[config.mk]
export PLATFORM = sky130hd
export DESIGN_NAME = vreg_bus_ctrl
export DESIGN_NICKNAME = d
export VERILOG_FILES = /design/src/rtl/vreg_bus_pkg.sv /design/src/rtl/vreg_bus_ctrl_rr_arbiter.sv /design/src/rtl/vreg_bus_ctrl.sv
export SDC_FILE = /design/constraint.sdc
export NUM_CORES = 1
export LEC_CHECK = 0
export ABC_AREA = 1
export BUFFER_PORTS_ARGS = -buffer_cell sky130_fd_sc_hd__buf_2
export CORE_ASPECT_RATIO = 1.4
export CORE_MARGIN = 4
export CORE_UTILIZATION = 50
export DETAILED_ROUTE_END_ITERATION = 8
export PLACE_DENSITY = 0.77
export RECOVER_POWER = 100
export SLEW_MARGIN = 20
export SYNTH_ARGS = -nofsm -noshare
export SYNTH_HDL_FRONTEND = slang
export SYNTH_SLANG_ARGS = --single-unit
[constraint.sdc]
create_clock -name clk -period 2.2 [get_ports clk]
set_clock_uncertainty 0.15 [all_clocks]
set_input_delay 0.11 -clock clk [delete_from_list [all_inputs] [get_ports clk]]
set_output_delay 0.11 -clock clk [all_outputs]
set_load 0.02 [all_outputs]
[src/rtl/vreg_bus_pkg.sv]
// Shared types and helpers for the vector register bus controller.
package vreg_bus_pkg;

    localparam int MAX_REGS = 16;

    typedef enum logic [1:0] {
        OP_MOVE  = 2'b00,
        OP_LOAD  = 2'b01,
        OP_STORE = 2'b10,
        OP_NOP   = 2'b11
    } op_t;

    typedef enum logic [1:0] {
        IDLE   = 2'd0,
        SETTLE = 2'd1,
        XFER   = 2'd2
    } state_t;

    // One-hot decode of a register index; out-of-range indices decode to zero
    // so a bad index can never light up a strobe.
    function automatic logic [MAX_REGS-1:0] onehot(input int idx, input int num_regs);
        logic [MAX_REGS-1:0] v;
        v = '0;
        if (idx >= 0 && idx < num_regs && idx < MAX_REGS) begin
            v = {{(MAX_REGS-1){1'b0}}, 1'b1} << idx;
        end
        return v;
    endfunction

endpackage

[src/rtl/vreg_bus_ctrl_rr_arbiter.sv]
// Combinational round-robin arbiter: the requester at ptr has highest priority,
// then ptr+1, ptr+2, ... wrapping. The pointer register lives in the parent.
module rr_arbiter #(
    parameter int NUM_REQ = 2,
    parameter int PTR_W   = $clog2(NUM_REQ)
) (
    input  logic [NUM_REQ-1:0] valid,
    input  logic [PTR_W-1:0]   ptr,
    output logic [NUM_REQ-1:0] gnt,
    output logic [PTR_W-1:0]   gnt_idx,
    output logic               any
);

    // Scan requesters starting at the pointer; first valid one wins.
    always_comb begin
        int k;
        k       = 0;
        gnt     = '0;
        gnt_idx = '0;
        any     = 1'b0;
        for (int i = 0; i < NUM_REQ; i++) begin
            k = (int'(ptr) + i) % NUM_REQ;
            if (!any && valid[k[PTR_W-1:0]]) begin
                any                = 1'b1;
                gnt[k[PTR_W-1:0]]  = 1'b1;
                gnt_idx            = k[PTR_W-1:0];
            end
        end
    end

endmodule

[src/rtl/vreg_bus_ctrl.sv]
// Scheduler for the shared tristate vector register bus.
// Build option: VREG_BUS_CTRL_SETTLE_EN inserts a SETTLE cycle where only the
// bus driver is enabled before the capture strobe fires (accept-to-done = 2).
// Without it the driver and capture strobes rise together (accept-to-done = 1).
//
//   state  | meaning
//   IDLE   | waiting for a request; grant is combinational from req_valid
//   SETTLE | driver strobe on, capture strobe off (bus settling)
//   XFER   | driver + capture strobes on, done pulse; also the err/NOP cycle
module vreg_bus_ctrl
    import vreg_bus_pkg::*;
#(
    parameter int NUM_REQ  = 2,
    parameter int NUM_REGS = 4,
    parameter int IDX_W    = $clog2(NUM_REGS)
) (
    input  logic                         clk,
    input  logic                         rst_n,
    input  logic [NUM_REQ-1:0]           req_valid,
    input  logic [2*NUM_REQ-1:0]         req_op,
    input  logic [IDX_W*NUM_REQ-1:0]     req_src,
    input  logic [IDX_W*NUM_REQ-1:0]     req_dst,
    output logic [NUM_REQ-1:0]           req_ready,
    output logic [NUM_REGS-1:0]          reg_en,
    output logic [NUM_REGS-1:0]          reg_set,
    output logic                         ext_drive,
    output logic                         ext_capture,
    output logic                         done,
    output logic [$clog2(NUM_REQ)-1:0]   done_id,
    output logic                         err,
    output logic                         busy
);

    localparam int ID_W = $clog2(NUM_REQ);

    state_t            state_q, state_d;
    op_t               op_q, op_d;
    logic [IDX_W-1:0]  src_q, src_d;
    logic [IDX_W-1:0]  dst_q, dst_d;
    logic [ID_W-1:0]   id_q, id_d;
    logic [ID_W-1:0]   ptr_q, ptr_d;
    logic              bad_q, bad_d;

    logic [NUM_REGS-1:0] reg_en_q, reg_en_d;
    logic [NUM_REGS-1:0] reg_set_q, reg_set_d;
    logic                ext_drive_q, ext_drive_d;
    logic                ext_capture_q, ext_capture_d;
    logic                done_q, done_d;
    logic [ID_W-1:0]     done_id_q, done_id_d;
    logic                err_q, err_d;

    logic [NUM_REQ-1:0]  gnt;
    logic [ID_W-1:0]     gnt_idx;
    logic                gnt_any;
    logic                idle;

    op_t                 cur_op;
    logic [IDX_W-1:0]    cur_src;
    logic [IDX_W-1:0]    cur_dst;
    logic                cur_bad;

    logic [MAX_REGS-1:0] src_oh;
    logic [MAX_REGS-1:0] dst_oh;
    logic                drv_reg, drv_ext, cap_reg, cap_ext;

    rr_arbiter #(
        .NUM_REQ (NUM_REQ),
        .PTR_W   (ID_W)
    ) u_arb (
        .valid   (req_valid),
        .ptr     (ptr_q),
        .gnt     (gnt),
        .gnt_idx (gnt_idx),
        .any     (gnt_any)
    );

    assign idle      = (state_q == IDLE);
    assign req_ready = (rst_n && idle) ? gnt : '0;
    assign busy      = (state_q != IDLE);

    // Extract the winning request's fields and classify it as legal or not.
    always_comb begin
        cur_op  = op_t'(req_op[2*int'(gnt_idx) +: 2]);
        cur_src = req_src[IDX_W*int'(gnt_idx) +: IDX_W];
        cur_dst = req_dst[IDX_W*int'(gnt_idx) +: IDX_W];
        cur_bad = 1'b0;
        if ((cur_op == OP_MOVE || cur_op == OP_STORE) && int'(cur_src) >= NUM_REGS) cur_bad = 1'b1;
        if ((cur_op == OP_MOVE || cur_op == OP_LOAD) && int'(cur_dst) >= NUM_REGS)  cur_bad = 1'b1;
        if (cur_op == OP_MOVE && cur_src == cur_dst)                                 cur_bad = 1'b1;
    end

    // Next-state: accept in IDLE, latch the request, advance the RR pointer.
    always_comb begin
        state_d = state_q;
        op_d    = op_q;
        src_d   = src_q;
        dst_d   = dst_q;
        id_d    = id_q;
        bad_d   = bad_q;
        ptr_d   = ptr_q;
        case (state_q)
            IDLE: begin
                if (gnt_any) begin
                    op_d  = cur_op;
                    src_d = cur_src;
                    dst_d = cur_dst;
                    id_d  = gnt_idx;
                    bad_d = cur_bad;
                    if (int'(gnt_idx) == NUM_REQ - 1) ptr_d = '0;
                    else                              ptr_d = gnt_idx + 1'b1;
`ifdef VREG_BUS_CTRL_SETTLE_EN
                    // Errors and NOPs never drive the bus, so they skip settling.
                    if (cur_bad || cur_op == OP_NOP) state_d = XFER;
                    else                             state_d = SETTLE;
`else
                    state_d = XFER;
`endif
                end
            end
            SETTLE:  state_d = XFER;
            XFER:    state_d = IDLE;
            default: state_d = IDLE;
        endcase
    end

    // Strobe decode from the upcoming state so every strobe leaves a flop.
    always_comb begin
        reg_en_d      = '0;
        reg_set_d     = '0;
        ext_drive_d   = 1'b0;
        ext_capture_d = 1'b0;
        done_d        = 1'b0;
        done_id_d     = '0;
        err_d         = 1'b0;
        src_oh        = onehot(int'(src_d), NUM_REGS);
        dst_oh        = onehot(int'(dst_d), NUM_REGS);
        drv_reg       = !bad_d && (op_d == OP_MOVE || op_d == OP_STORE);
        drv_ext       = !bad_d && (op_d == OP_LOAD);
        cap_reg       = !bad_d && (op_d == OP_MOVE || op_d == OP_LOAD);
        cap_ext       = !bad_d && (op_d == OP_STORE);
        if (state_d == SETTLE || state_d == XFER) begin
            if (drv_reg) reg_en_d = src_oh[NUM_REGS-1:0];
            ext_drive_d = drv_ext;
        end
        if (state_d == XFER) begin
            if (cap_reg) reg_set_d = dst_oh[NUM_REGS-1:0];
            ext_capture_d = cap_ext;
            done_d        = 1'b1;
            done_id_d     = id_d;
            err_d         = bad_d;
        end
    end

    // State, latched request and registered strobes; reset discards everything.
    always_ff @(posedge clk) begin
        if (!rst_n) begin
            state_q       <= IDLE;
            op_q          <= OP_MOVE;
            src_q         <= '0;
            dst_q         <= '0;
            id_q          <= '0;
            bad_q         <= 1'b0;
            ptr_q         <= '0;
            reg_en_q      <= '0;
            reg_set_q     <= '0;
            ext_drive_q   <= 1'b0;
            ext_capture_q <= 1'b0;
            done_q        <= 1'b0;
            done_id_q     <= '0;
            err_q         <= 1'b0;
        end else begin
            state_q       <= state_d;
            op_q          <= op_d;
            src_q         <= src_d;
            dst_q         <= dst_d;
            id_q          <= id_d;
            bad_q         <= bad_d;
            ptr_q         <= ptr_d;
            reg_en_q      <= reg_en_d;
            reg_set_q     <= reg_set_d;
            ext_drive_q   <= ext_drive_d;
            ext_capture_q <= ext_capture_d;
            done_q        <= done_d;
            done_id_q     <= done_id_d;
            err_q         <= err_d;
        end
    end

    assign reg_en      = reg_en_q;
    assign reg_set     = reg_set_q;
    assign ext_drive   = ext_drive_q;
    assign ext_capture = ext_capture_q;
    assign done        = done_q;
    assign done_id     = done_id_q;
    assign err         = err_q;

endmodule

==> summary.txt, run 1 <==
Initial core utilization = 51.7%
Hpwl dp = 1810 um
Initial DRT Pass Iterations = 4
Critical Path Sink = req_ready[1]
Fin. Hold Viols = 0
Max FO, Critical Path = 13
Cell-internal power = 0.640 mW
Post-route antenna net violation count = 0
Synth cell types = 27
CP Depth = 7
Antenna cells = 0
Clock Latency Late Sink = 320 ps
Clock network fraction of total power = 25.3%
Switching Share = 31.3%
Worst Path Buf+Inv = 3
Syn Nets = 163
PD cells = 724 nW/um^2
Max_cap viols = 0
I/O Pins = 32
R2R depth = 9
Post-Synth Simple-Gate Area = 38.2%
Clock Root Buffer = clkbuf_4
CP startpoint = ptr_q
Worst hold path class = input port to flip-flop
Synth top area share = 43.1%
# H-tree levels = 1
Clk pin slew, worst setup/hold paths = 130 ps
Port bufs = 31
Seq cells post-synth = 24
Vias in the first global route = 1,001
Worst EP arrival = 1670 ps
Global-route wire length before repair = 3930 um
Commonest non-fill, non-tap cell in the layout = nand2_1
WS Path Type = flip-flop to output pin
GRT overflow = 0
Die Y = 63.8 um
Worst R2R End = reg_en[0]
Status = finished clean
Clock sink count = 24
Inst Count DP = 196
TritonCTS clock tree = built
Post-route insts no fill = 201
Critical Path, Cell by Cell = inv_2 -> nand2_4 -> nand2_2 -> nor2_1 -> inv_1 -> nor2_1 -> clkbuf_1
Combinational power share = 24.0%
Most used cell, CP = nor2_1
Max frequency = 0.518 GHz
Sw Pwr = 0.292 mW
WL/cell = 11.4 um
Post-synthesis sequential area ratio = 43.1%
CP required = 1940 ps
R2r setup slk = 310 ps
Synthesis Warnings = 0
Worst path max stage delay = 390 ps
Maximum vdd drop = 0.455 mV
Layout cell share with drive strength beyond 1 = 19.6%
Leakage power = 0.660 nW
Crit share post-route = 87.7%
Final setup fails = 0
Die span in x = 47.9 um
Avg Cell Area, Syn = 7.63 um^2
GRT Util Overall = 17.4%
Vias/cell = 4.88
Routability Congestion = 0.807
Routed WL = 2290 um
Utilization after layout = 59.8%
Area contributors post-synth = dfxtp_1, nand2_1, inv_1
XOR/XNOR Fraction of Synth Area = 0%
Post-CTS setup buffer count = 0
CTS max path bufs = 2
Final nets = 197
Multiplexer share of the synthesized area = 0%
Row count = 20
Commonest cells after routing, fill and taps aside = nand2_1, dfxtp_1, inv_1
Combinational family with the most area after synthesis = simple AND/OR/NAND/NOR gates
Yosys top cell by area = dfxtp_1
Max Slew Vio Count = 0
Reg-to-Reg Start = ptr_q
Part of the power in registers = 50.8%
Core area = 2150 um^2
CTS Buf Count = 3
Total number of vias = 981
Synth Area in Adders = 1.12%
Remaining DRCs = 0
Iteration-0 DRC Markers = 16
Largest net degree at the start of global routing = 14
CP Capture Type = output pin
Min Tclk post-route = 1930 ps
CP max-delay cell = dfxtp_1
TNS Setup = 0 ps
Initial antenna violation count = 0
RSZ-0062 raised after global routing = no
Crit path launch type = flip-flop
Synthesis-to-layout area growth = 15.5%
Complex-gate fraction of the synthesized area = 7.42%
Syn Std Cell Area = 1110 um^2
Post-Syn Instances = 146
CP delay by family, top = simple AND/OR/NAND/NOR gates
# resized after CTS = 0
Die ar. = 3060 um^2
area by class of cell:
cell class | instances | area, um^2
clock buffers | 4 | 36.3
multi-input cells | 98 | 518
repair buffers | 32 | 145
inverters | 21 | 78.8
flip-flops and latches | 24 | 480
well taps | 22 | 27.5
fillers | 210 | 866
worst min-delay path by stage:
stage / from / end / slack (ps) / depth (start not counted)
6_report: req_src[0] / src_q[0] / 70 / 5
3_3_place_gp: rst_n / state_q[1] / 230 / 2
4_1_cts: req_src[0] / src_q[0] / 60 / 5
2_1_floorplan: rst_n / state_q[1] / 90 / 1
3_5_place_dp: rst_n / state_q[1] / 250 / 2
5_1_grt: req_src[0] / src_q[0] / 130 / 5
synthesized netlist by cell type:
library cell	instances
and3_1	1
buf_6	2
nand2_2	3
or2_1	4
ha_1	1
dfxtp_1	24
nor3b_1	1
o21ai_1	2
nand4_2	2
and2_1	1
inv_1	15
nand3b_1	3
nand2_1	35
nor3_1	10
inv_2	6
a21boi_1	1
nor2_8	1
nand2_4	1
a211oi_1	1
nor2_1	13
clkbuf_1	1
nor2_4	1
a21oi_1	1
conb_1	2
o21ai_2	6
nand3_1	7
nor2_2	1
cells by family (layout without fill, tap and decap cells):
| group | Yosys count | in the layout |
|---|---|---|
| AO/OA/AOI/OAI | 11 | 11 |
| buffers and inverters | 24 | 57 |
| AND/OR/NAND/NOR | 84 | 84 |
| adder cells (fa/ha/maj) | 1 | 1 |
| other | 2 | 2 |
| flip-flops | 24 | 24 |
metal layers:
metal  track usage [%]  share of wire, %
met4              9.43               2.4
met2              30.0                50
met5                 0                 0
met3              1.97               5.1
met1              19.4                43
power groups by stage:
| stage | Sequential, mW | Clock (mW) | Combinational [mW] |
|---|---|---|---|
| detailed placement | 0.483 | 0 | 0.232 |
| floorplan | 0.496 | 0 | 0.163 |
| finish | 0.473 | 0.235 | 0.223 |
| global route | 0.477 | 0.252 | 0.252 |
| CTS | 0.473 | 0.239 | 0.235 |
| global placement | 0.481 | 0 | 0.226 |
flip-flops by register name, summed over array words and instances (netlist names):
register     count
dst_q            2
reg_set          4
ext_capture      1
src_q            2
state_q          2
bad_q            1
done             1
op_q             2
err              1
reg_en           4
ptr_q            1
id_q             1
ext_drive        1
done_id          1
metrics by stage:
stage | hold slack, ps | setup slack, ps | total power [mW] | instance area, um^2
finish | 65.8 | 270 | 0.932 | 1290
global route | 126 | 136 | 0.981 | 1290
CTS | 63.8 | 329 | 0.948 | 1320
detailed placement | 252 | 400 | 0.715 | 1270
global placement | 231 | 447 | 0.707 | 1270
floorplan | 87.3 | 578 | 0.658 | 1110
worst min-delay path, stage by stage:
cell,delay [ps]
buf_2,90
nand2_1,50
nand2_1,90
o21ai_2,90
nor2_1,80
what timing repair did:
item | in CTS | in global routing
endpoints found under the hold margin | 6 | 0
hold buffers | 1 | 0
setup endpoints to repair | 0 | 0
No activity file was read; power rests on OpenSTA's default activity.
==> run 2: changes to the inputs <==
--- a/config.mk
+++ b/config.mk
@@ -12,7 +12,8 @@
 export CORE_UTILIZATION = 50
 export DETAILED_ROUTE_END_ITERATION = 8
 export PLACE_DENSITY = 0.77
-export RECOVER_POWER = 100
+export RECOVER_POWER = 50
+export REMOVE_ABC_BUFFERS = 1
 export SLEW_MARGIN = 20
 export SYNTH_ARGS = -nofsm -noshare
 export SYNTH_HDL_FRONTEND = slang
==> run 2 against run 1 <==
Register-to-register slack is essentially flat. Clock power grew 37%. Flip-flop and latch count is the same. Largest power group unchanged. Setup slack gained 41 ps. Final cell count is the same. Global-route usage shrank 0.86 points. Critical path depth grew 3.
==> summary.txt, run 2 (synthesis gave the netlist of run 1 again) <==
Post-route insts no fill = 201 (unchanged)
Worst R2R End = ext_drive
GRT Util Overall = 16.6% (-0.86 points)
Iteration-0 DRC Markers = 11 (-5)
Vias/cell = 4.88 (unchanged)
WS Path Type = flip-flop to flip-flop
Final Power = 1.03 mW (+10%)
Routability Congestion = 0.821 (+1.8%)
# H-tree levels = 1 (unchanged)
Inst Count DP = 196 (unchanged)
CP Capture Type = flip-flop
I/O Pins = 32 (unchanged)
Clock sink count = 24 (unchanged)
Vias in the first global route = 973 (-2.8%)
Filler instances = 211 (+0.48%)
PD cells = 780 nW/um^2 (+7.7%)
Fin. Hold Viols = 0 (unchanged)
TritonCTS clock tree = built
Clk pin slew, worst setup/hold paths = 130 ps (about the same)
CTS max path bufs = 2 (unchanged)
Min Tclk post-route = 1890 ps (-40.9 ps)
Die Y = 63.8 um (unchanged)
Remaining DRCs = 0 (unchanged)
Maximum vdd drop = 0.432 mV (-5.0%)
Layout cell share with drive strength beyond 1 = 22.9% (+3.4 points)
Max frequency = 0.529 GHz (+2.2%)
R2R depth = 10 (+1)
Status = finished clean
WL/cell = 11.5 um (+1.2%)
Largest net degree at the start of global routing = 15 (+1)
Routed WL = 2320 um (+1.2%)
Synthesis-to-layout area growth = 18.1%
Core area = 2150 um^2 (unchanged)
Leakage power = 0.679 nW (+2.8%)
Hold buffer count at cts = 1 (unchanged)
Commonest cells after routing, fill and taps aside = nand2_1, dfxtp_1, buf_2
CP required = 2290 ps (+350 ps)
Register area = 480 um^2 (unchanged)
Min-Delay Path Depth = 5 (unchanged)
TNS Setup = 0 ps (unchanged)
# resized after CTS = 0 (unchanged)
Hold EP = dst_q[0]
Final nets = 197 (unchanged)
Port bufs = 31 (unchanged)
Initial antenna violation count = 0 (unchanged)
Max FO, Critical Path = 10 (-3)
Hold Crit Start = req_dst[0]
CP startpoint = ptr_q
Global-route wire length before repair = 3730 um (-5.3%)
Clock Latency Late Sink = 330 ps (about the same)
Worst EP arrival = 1980 ps (+310 ps)
Post-route antenna net violation count = 0 (unchanged)
Area taken by multi-input logic gates = 528 um^2 (+1.9%)
Initial DRT Pass Iterations = 4 (unchanged)
RSZ-0062 raised after global routing = no
Max_cap viols = 0 (unchanged)
Initial core utilization = 51.7% (unchanged)
Total number of vias = 981 (unchanged)
Worst hold path class = input port to flip-flop
Crit share post-route = 85.9% (-1.9 points)
Die ar. = 3060 um^2 (unchanged)
Die span in x = 47.9 um (unchanged)
R2r setup slk = 310 ps (about the same)
Antenna cells = 0 (unchanged)
Reg-to-Reg Start = ptr_q
Hpwl dp = 1890 um (+4.6%)
Clock Root Buffer = clkbuf_4
Post-CTS setup buffer count = 0 (unchanged)
Row count = 20 (unchanged)
Commonest non-fill, non-tap cell in the layout = nand2_1
Final setup fails = 0 (unchanged)
Max Slew Vio Count = 0 (unchanged)
Crit path launch type = flip-flop
CTS Buf Count = 3 (unchanged)
GRT overflow = 0 (unchanged)
-- run 2: cell types whose count changed in the layout (fill, tap and decap cells not counted), moves of 2 or more --
| cell | before | now |
|---|---|---|
| buf_2 | 15 | 17 |
| clkbuf_1 | 16 | 14 |
| o21ai_0 | 3 | 1 |
| o21ai_2 | 4 | 6 |
-- run 2: metal layers --
| layer | vias up | global-route usage (%) | part of all wire (%) |
|---|---|---|---|
| li1 | 519 | - | - |
| met1 | 441 | 16.4 | 37 |
| met2 | 16 | 31.0 | 57 |
| met3 | 5 | 3.38 | 4.2 |
| met4 | 0 | 6.06 | 1.6 |
| met5 | - | 0 | 0 |
-- run 2: how the worst max path moves through the flow --
stage | to | slack [ps] | cells past startpoint
final | ext_drive | 310 | 10
after global routing | ext_drive | 150 | 10
after CTS | reg_en[3] | 300 | 9
after detailed placement | reg_en[3] | 330 | 9
after global placement | reg_en[0] | 470 | 9
after floorplan | reg_en[1] | 610 | 9
-- run 2: report_power, final --
group	switching, mW	internal (mW)	total, mW
Clock	0.139	0.184	0.323
Sequential	0.00968	0.464	0.473
Combinational	0.152	0.0777	0.229
Total	0.300	0.726	1.03
-- run 2: layout make-up --
| class | count | area share (%) |
|---|---|---|
| flip-flops and latches | 24 | 36.5 |
| inverters | 21 | 5.99 |
| repair buffers | 32 | 11.2 |
| clock buffers | 3 | 1.71 |
| multi-input cells | 98 | 40.2 |
| clock inverters | 1 | 2.28 |
| well taps | 22 | 2.09 |
-- run 2: per-stage QoR --
stage               hold slack (ps)  setup slack, ps  utilization [%]  instance area (um^2)
floorplan                      87.3              605                -                  1090
global placement                245              466             59.0                  1270
detailed placement              245              331             59.0                  1270
CTS                            70.2              297             61.9                  1330
global route                   91.0              154             61.1                  1320
finish                         60.2              311             61.1                  1320
-- run 2: critical path, stage by stage (launching register included) --
cell and delay [ps]:
dfxtp_1 390, inv_2 70, nand2_4 110, nand2_2 70
nor2_4 180, nor2_8 70, inv_1 260, nand2_1 190
nand2_1 130, inv_2 50, and3_1 130
==> run 3: changes to the inputs <==
--- a/config.mk
+++ b/config.mk
@@ -11,7 +11,7 @@
 export CORE_MARGIN = 4
 export CORE_UTILIZATION = 50
 export DETAILED_ROUTE_END_ITERATION = 8
-export PLACE_DENSITY = 0.77
+export PLACE_DENSITY = 0.76
 export RECOVER_POWER = 50
 export REMOVE_ABC_BUFFERS = 1
 export SLEW_MARGIN = 20
==> run 3 against run 2 <==
Die area unchanged. Critical path depth is 1 lower. Critical path type unchanged. Final cell count stayed put. Critical endpoint is now reg_en[3]. Combinational power about the same. Largest power group unchanged.
==> summary.txt, run 3 (synthesis gave the netlist of run 1 again) <==
Post-route setup slack = 229 ps (-81.5 ps)
Max FO, Critical Path = 10 (unchanged)
RSZ-0062 raised after global routing = no
Finished Cell Area = 1310 um^2 (-0.57%)
DP Area = 1270 um^2 (unchanged)
Die ar. = 3060 um^2 (unchanged)
CTS max path bufs = 2 (unchanged)
CTS Buf Count = 3 (unchanged)
Antenna cells = 0 (unchanged)
Maximum vdd drop = 0.492 mV (+14%)
TNS Setup = 0 ps (unchanged)
Max Slew Vio Count = 0 (unchanged)
Global-route wire length before repair = 3990 um (+7.0%)
Utilization after layout = 60.8% (-0.35 points)
Status = finished clean
Synthesis-to-layout area growth = 17.4%
Crit share post-route = 89.6% (+3.7 points)
Vias/cell = 5.01 (+2.7%)
Iteration-0 DRC Markers = 11 (unchanged)
Clock Latency Late Sink = 320 ps (about the same)
Worst path max stage delay = 390 ps (about the same)
Core area = 2150 um^2 (unchanged)
Routed WL = 2280 um (-1.6%)
Row count = 20 (unchanged)
WL/cell = 11.4 um (-1.6%)
GRT Util Overall = 17.6% (+0.99 points)
Hpwl dp = 1840 um (-2.6%)
Port bufs = 31 (unchanged)
WS Path Type = flip-flop to flip-flop
Hold Worst Slack = 61.5 ps (+1.26 ps)
Most used cell, CP = nor2_1
Total number of vias = 1,007 (+2.7%)
Leakage power = 0.678 nW (-0.18%)
Layout cell share with drive strength beyond 1 = 22.9% (unchanged)
Critical Path, Cell by Cell = inv_2 -> nand2_4 -> nand2_2 -> nor2_1 -> a21oi_1 -> ha_1 -> nor2_1 -> nand4_2 -> nor3_1
Worst hold path class = input port to flip-flop
Crit path launch type = flip-flop
Pre-CTS setup slack = 360 ps (+29.6 ps)
Commonest cells after routing, fill and taps aside = nand2_1, dfxtp_1, buf_2
CP delay by family, top = simple AND/OR/NAND/NOR gates
Initial core utilization = 51.7% (unchanged)
Vias in the first global route = 984 (+1.1%)
Commonest non-fill, non-tap cell in the layout = nand2_1
# H-tree levels = 1 (unchanged)
Initial DRT Pass Iterations = 4 (unchanged)
Die span in x = 47.9 um (unchanged)
CP max-delay cell = dfxtp_1
Max frequency = 0.507 GHz (-4.1%)
Initial antenna violation count = 0 (unchanged)
I/O Pins = 32 (unchanged)
Clock sink count = 24 (unchanged)
Routability Congestion = 0.804 (-2.2%)
PD cells = 780 nW/um^2 (about the same)
Post-route antenna net violation count = 0 (unchanged)
Final nets = 197 (unchanged)
GRT overflow = 0 (unchanged)
Final setup fails = 0 (unchanged)
Worst EP arrival = 2040 ps (+60 ps)
Die Y = 63.8 um (unchanged)
Fin. Hold Viols = 0 (unchanged)
Clock Root Buffer = clkbuf_4
Largest net degree at the start of global routing = 15 (unchanged)
CP Capture Type = flip-flop
CP required = 2270 ps (-20 ps)
Filler instances = 209 (-0.95%)
Max_cap viols = 0 (unchanged)
Min Tclk post-route = 1970 ps (+81.5 ps)
Worst Path Buf+Inv = 1 (-2)
Remaining DRCs = 0 (unchanged)
TritonCTS clock tree = built
Clk pin slew, worst setup/hold paths = 140 ps (about the same)
run 3: changes by cell type in the layout (fill, tap and decap cells not counted):
cell,before,now
nor2_1,13,14
inv_2,5,6
o21ai_0,1,0
o21ai_1,1,2
inv_1,16,15
nor2_4,1,0
run 3: metal layers:
metal,vias up,global-route usage (%),wire [um]
li1,520,-,-
met1,465,19.2,865
met2,18,31.0,1300
met3,4,3.66,88
met4,0,6.40,27
met5,-,0,0
run 3: path summary, 6_finish.rpt:
path	start	endpoint	slack, ps	cells after the start
max	ptr_q	reg_en[3]	230	9
min	req_src[0]	src_q[0]	60	5
max reg2reg	ptr_q	reg_en[3]	230	9
min reg2reg	id_q	id_q	340	2
run 3: report_power, final:
group / internal [mW] / total, mW / switching (mW) / leakage [nW]
Sequential: 0.464 / 0.473 / 0.00960 / 0.196
Combinational: 0.0768 / 0.226 / 0.149 / 0.453
Clock: 0.184 / 0.321 / 0.137 / 0.0279
run 3: layout make-up:
| cell class | instances | area [um^2] | area share (%) |
|---|---|---|---|
| clock buffers | 3 | 22.5 | 1.72 |
| clock inverters | 1 | 30.0 | 2.30 |
| inverters | 21 | 78.8 | 6.03 |
| multi-input cells | 98 | 520 | 39.8 |
| flip-flops and latches | 24 | 480 | 36.7 |
| well taps | 22 | 27.5 | 2.11 |
| repair buffers | 32 | 148 | 11.3 |
run 3: metrics by stage:
stage | cells | power, mW
after floorplan | 143 | 0.651
after global placement | 196 | 0.707
after detailed placement | 196 | 0.715
after CTS | 201 | 1.04
after global routing | 201 | 1.08
final | 201 | 1.02
run 3: worst reg2reg max path: cells and delay by family (launching register included):
kind,cells,cell delay (ps)
AOI/OAI and AO/OA,1,170
adders and majority gates,1,350
buffers and inverters,1,70
DFF,1,390
and+or+nand+nor,6,740
run 3: what timing repair did:
action,in CTS,in global routing
hold buffers,1,0
endpoints found under the setup margin,0,0
resized for setup,0,0
hold endpoints to repair,6,0
buffers inserted,0,0
